===== src/rtl/vec_seq_pkg.sv =====
// Shared types and constants for the vector operation sequencer:
// command opcodes, FSM states and the default vector geometry and watchdog limit.
package vec_seq_pkg;

    localparam int WORDS   = 16;
    localparam int NREG    = 4;
    localparam int TIMEOUT = 255;

    typedef enum logic [1:0] {
        OP_LOAD  = 2'b00,
        OP_STORE = 2'b01,
        OP_MATH  = 2'b10,
        OP_RSVD  = 2'b11
    } op_e;

    typedef enum logic [2:0] {
        ST_IDLE,
        ST_LOAD,
        ST_LOAD_TAIL,
        ST_STORE,
        ST_MATH_WAIT,
        ST_DONE,
        ST_ERR
    } state_e;

endpackage


===== src/rtl/vector_op_sequencer.sv =====
// Command-driven sequencer moving 16-word vectors between data memory and the
// register file, or kicking the math unit and waiting for it under a watchdog.
module vector_op_sequencer #(
    parameter int ADDR_W  = 9,
    parameter int DATA_W  = 32,
    parameter int WORDS   = vec_seq_pkg::WORDS,
    parameter int NREG    = vec_seq_pkg::NREG,
    parameter int TIMEOUT = vec_seq_pkg::TIMEOUT
) (
    input  logic              clk,
    input  logic              rst_n,
    input  logic              cmd_valid,
    output logic              cmd_ready,
    input  logic [1:0]        cmd_op,
    input  logic [2:0]        cmd_reg,
    input  logic [ADDR_W-1:0] cmd_addr,
    output logic [ADDR_W-1:0] mem_addr,
    output logic              mem_we,
    output logic [DATA_W-1:0] mem_wdata,
    input  logic [DATA_W-1:0] mem_rdata,
    output logic              rf_we,
    output logic [2:0]        rf_sel,
    output logic [3:0]        rf_word,
    output logic [DATA_W-1:0] rf_wdata,
    input  logic [DATA_W-1:0] rf_rdata,
    output logic              mu_start,
    input  logic              mu_done,
    output logic              busy,
    output logic              done,
    output logic              err
);
    import vec_seq_pkg::*;

    localparam logic [3:0] LAST_WORD = 4'(WORDS - 1);
    localparam logic [7:0] WD_LAST   = 8'(TIMEOUT - 1);

    state_e            state_q, state_d;
    logic [2:0]        reg_q, reg_d;
    logic [ADDR_W-1:0] addr_q, addr_d;
    logic [3:0]        i_q, i_d;
    logic [7:0]        wd_q, wd_d;

    always_ff @(posedge clk or negedge rst_n) begin
        if (!rst_n) begin
            state_q <= ST_IDLE;
            reg_q   <= '0;
            addr_q  <= '0;
            i_q     <= '0;
            wd_q    <= '0;
        end else begin
            state_q <= state_d;
            reg_q   <= reg_d;
            addr_q  <= addr_d;
            i_q     <= i_d;
            wd_q    <= wd_d;
        end
    end

    always_comb begin
        state_d = state_q;
        reg_d   = reg_q;
        addr_d  = addr_q;
        i_d     = i_q;
        wd_d    = wd_q;
        case (state_q)
            ST_IDLE: begin
                if (cmd_valid) begin
                    reg_d  = cmd_reg;
                    addr_d = cmd_addr;
                    i_d    = '0;
                    wd_d   = '0;
                    // Bad commands are rejected up front so no strobe ever fires for them.
                    if (cmd_op == OP_RSVD || int'(cmd_reg) >= NREG) begin
                        state_d = ST_ERR;
                    end else if (cmd_op == OP_LOAD) begin
                        state_d = ST_LOAD;
                    end else if (cmd_op == OP_STORE) begin
                        state_d = ST_STORE;
                    end else begin
                        state_d = ST_MATH_WAIT;
                    end
                end
            end
            ST_LOAD: begin
                i_d = i_q + 4'd1;
                if (i_q == LAST_WORD) state_d = ST_LOAD_TAIL;
            end
            ST_LOAD_TAIL: state_d = ST_DONE;
            ST_STORE: begin
                i_d = i_q + 4'd1;
                if (i_q == LAST_WORD) state_d = ST_DONE;
            end
            ST_MATH_WAIT: begin
                wd_d = wd_q + 8'd1;
                if (mu_done) begin
                    state_d = ST_DONE;
                end else if (wd_q == WD_LAST) begin
                    state_d = ST_ERR;
                end
            end
            default: state_d = ST_IDLE;
        endcase
    end

    // Outputs decode from registered state only, so they clear with the async reset.
    always_comb begin
        cmd_ready = (state_q == ST_IDLE);
        busy      = (state_q != ST_IDLE);
        mem_addr  = '0;
        mem_we    = 1'b0;
        mem_wdata = '0;
        rf_we     = 1'b0;
        rf_sel    = '0;
        rf_word   = '0;
        rf_wdata  = '0;
        mu_start  = 1'b0;
        done      = 1'b0;
        err       = 1'b0;
        case (state_q)
            ST_LOAD, ST_LOAD_TAIL: begin
                // Read data lags the address by one cycle, so the write lane trails by one;
                // the counter has wrapped to 0 in the tail, which yields lane 15.
                if (state_q == ST_LOAD) mem_addr = addr_q + ADDR_W'(i_q);
                rf_sel = reg_q;
                if (state_q == ST_LOAD_TAIL || i_q != 4'd0) begin
                    rf_we    = 1'b1;
                    rf_word  = i_q - 4'd1;
                    rf_wdata = mem_rdata;
                end
            end
            ST_STORE: begin
                rf_sel    = reg_q;
                rf_word   = i_q;
                mem_addr  = addr_q + ADDR_W'(i_q);
                mem_wdata = rf_rdata;
                mem_we    = 1'b1;
            end
            ST_MATH_WAIT: mu_start = (wd_q == 8'd0);
            ST_DONE:      done     = 1'b1;
            ST_ERR:       err      = 1'b1;
            default: ;
        endcase
    end

endmodule


===== config.mk =====
export PLATFORM = sky130hd
export DESIGN_NAME = vector_op_sequencer
export DESIGN_NICKNAME = d
export VERILOG_FILES = /design/src/rtl/vec_seq_pkg.sv /design/src/rtl/vector_op_sequencer.sv
export SDC_FILE = /design/constraint.sdc
export NUM_CORES = 1
export LEC_CHECK = 0
export ABC_AREA = 1
export CORE_ASPECT_RATIO = 0.9
export CORE_MARGIN = 2
export CORE_UTILIZATION = 36
export DETAILED_ROUTE_END_ITERATION = 12
export PLACE_DENSITY = 0.92
export SYNTH_ARGS = -nofsm -noshare
export SYNTH_HDL_FRONTEND = slang
export SYNTH_SLANG_ARGS = --single-unit

===== constraint.sdc =====
create_clock -name clk -period 2.4 [get_ports clk]
set_input_delay 0.36 -clock clk [delete_from_list [all_inputs] [get_ports clk]]
set_output_delay 0.36 -clock clk [all_outputs]
set_load 0.01 [all_outputs]

==> metrics.cfg <==
[sta]
fin_ws_ns=0.0743
relSlewSlack=0.726
min_period_ns=2.33
post-route-period-util=0.969
finalSetupViolCount=0
rsz0062_at_grt=yes
hold_viol_final=0
clock_skew_ns=0.00576
max_freq_mhz=430
tightest_slew_ns=0.406
slew_viol_final=0

[pwr]
p_int_mw=1.78
total_power_mw=3.38
p_comb_frac=0.683
peakVddDrop_v=0.000504
switchingPower_mw=1.60
p_leak_nw=2.65
p_sw_frac=0.472
p_clk_frac=0.077
powerDensity_nw_per_um2=786
seqPwrFrac=0.240

[grt]
grt_util_all_layers=0.239
grt_pass1_vias=3021
grt_pass1_wl_mm=14.2
grt-ovfl-total=0
antenna_found_initial=0
grt_max_degree=28

[placed_design]
place_hpwl_mm=7.57
numPortBuffers=168
gp_congestion=0.907
dpl_worst_slack_ns=-0.0183

[finish]
antenna_cells=0
final_common_cell=clkdlybuf4s50_1
final_cell_mix=clkdlybuf4s50_1 (102), inv_1 (93), nor2_1 (89), nand2_1 (75), dlygate4sd2_1 (46)
drive_above_1_share=0.0854
fin_nets=667
fillers=589
seqCellArea_um2=678
multi_input_area_um2=1280
syn_to_final_growth_pct=77.8

[worst_setup_path]
path_max_fanout=4
reg2reg_slack_ns=0.74
critical_path.max_stage_delay_ns=0.39
crit_type=flop to output port
worstSetupStartpointType=flop
end_kind=output port
r2r_start=i_q[0]$_DFFE_PN0P_
cpMostUsedCell=nor2_1
worstPathRequired_ns=2.04
critPathSlowestCell=dfrtp_1
ff2ff_path_depth=8
crit_arrival_ns=1.97
path_cells=ha_2 -> inv_1 -> fa_2 -> inv_2 -> nand3_1 -> nand2_2 -> nor2_1 -> nor2_1 -> clkdlybuf4s15_1
r2r-end=state_q[1]$_DFFE_PN0P_

[clocking]
clkLatencyLatePin_ns=0.27
clock-sinks=27
cts_tree=done
numCtsBuffers=3
h-tree-depth=1
clk_pin_slew_worst_paths_ns=0.09
hold_buffers=0
cts-root-buf=clkbuf_8
clock_path_buffers=2

[routing]
firstDrtPassIters=5
drc_errors=0
vias=3031
antenna_left=0
vias_per_cell=4.56
wirelength_mm=9.32
wl_per_cell_um=14.0
drt-initial-drc-count=120

[floorplan]
die_area_um2=7390
die_y_um=81.8
io_pins=169
core-area_um2=6550
placementRows=28
start_util=0.369
die_x_um=90.4

[yosys]
avgSynthCellArea_um2=6.08
async_reset_ff_frac=1.00
synthCells=398
synth-main-ff-cell=dfrtp_1
synth_cell_types=28
yosysSeqAreaShare=0.279
yosys_warnings=0
synthesis.area_um2=2420
synth_edf_count=0
synth_seq_cells=27
synth_fp_nets=490

[flow_run]
max_cap_viol_count=0

[status]
status=finished clean

[hold_path]
worstHoldPathType=input pin to asynchronous set/reset pin

[worst max-delay path by stage]
| stage | from | end | slack (ns) | cells past startpoint |
|---|---|---|---|---|
| detailed placement | i_q[0]$_DFFE_PN0P_ | mem_addr[6] | -0.02 | 10 |
| global route | i_q[0]$_DFFE_PN0P_ | mem_addr[6] | -0.008 | 10 |
| finish | i_q[0]$_DFFE_PN0P_ | mem_addr[4] | 0.07 | 9 |
| floorplan | i_q[0]$_DFFE_PN0P_ | mem_addr[6] | 0.54 | 9 |
| CTS | i_q[1]$_DFFE_PN0P_ | rf_we | 0.001 | 9 |
| global placement | i_q[0]$_DFFE_PN0P_ | mem_addr[6] | 0.06 | 10 |
[through the flow]
stage,instances,TNS (ns),cell area [µm²],utilization,hold slack [ns]
floorplan,398,0,2420,-,0.0644
finish,664,0,4300,0.656,0.463
CTS,659,0,4220,0.644,0.473
global placement,653,0,4190,0.639,0.466
detailed placement,653,-0.0183,4190,0.639,0.486
global route,664,-0.00847,4300,0.656,0.487
[synth_stat cells (all sizes together), types with 4 or more instances]
library cell | instances | area share
inv | 101 | 0.16
nor2 | 95 | 0.16
nand2 | 80 | 0.13
dfrtp | 27 | 0.28
nand3 | 24 | 0.054
o21ai | 21 | 0.045
buf | 10 | 0.041
ha | 9 | 0.047
a21oi | 7 | 0.014
nor3 | 6 | 0.012
o22ai | 4 | 0.010
[what timing repair did]
item,in CTS,in global routing
gates resized for setup,62,26
hold endpoints to repair,0,0
setup buffers,2,5
setup endpoints to repair,72,21
pin swaps,1,3
[state kept, by name (all words and copies together) (netlist names)]
signal,cells
wd_q,8
i_q,4
reg_q,3
addr_q,9
state_q,3
[power by group through the flow]
| stage | Combinational, mW | Clock [mW] | Sequential, mW |
|---|---|---|---|
| 2_1_floorplan | 1.31 | 0 | 0.760 |
| 3_3_place_gp | 2.21 | 0 | 0.791 |
| 3_5_place_dp | 2.29 | 0 | 0.809 |
| 4_1_cts | 2.24 | 0.266 | 0.808 |
| 5_1_grt | 2.53 | 0.287 | 0.840 |
| 6_report | 2.31 | 0.260 | 0.811 |
[cell families after synthesis]
kind of cell,Yosys count,share of synthesized area
XOR/XNOR,6,0.0217
AND/OR/NAND/NOR,210,0.373
buffers and inverters,113,0.201
flip-flops,27,0.279
AO/OA/AOI/OAI,32,0.0698
adder cells (fa/ha/maj),10,0.0548
[critical path, delay by kind of cell, from the launching register on]
kind	cells	cell delay, ns
fa+ha+maj	2	0.55
buf+inv	3	0.38
flops	1	0.39
simple gates	4	0.36
[cell type report]
type / instances / share of cell area
Multi-Input combinational cell: 258 / 0.297
Tap cell: 90 / 0.0262
Inverter: 101 / 0.0893
Timing Repair Buffer: 184 / 0.419
Clock buffer: 4 / 0.0105
Sequential cell: 27 / 0.158
[per-layer routing]
layer  share of wire  up-vias  global-route usage
met5               0        -                   0
met4           0.023        0              0.0831
met3           0.043       16              0.0459
met2            0.54      105               0.472
met1            0.39     1389               0.259
li1                -     1521                   -
No activity file was read; power rests on OpenSTA's default activity.
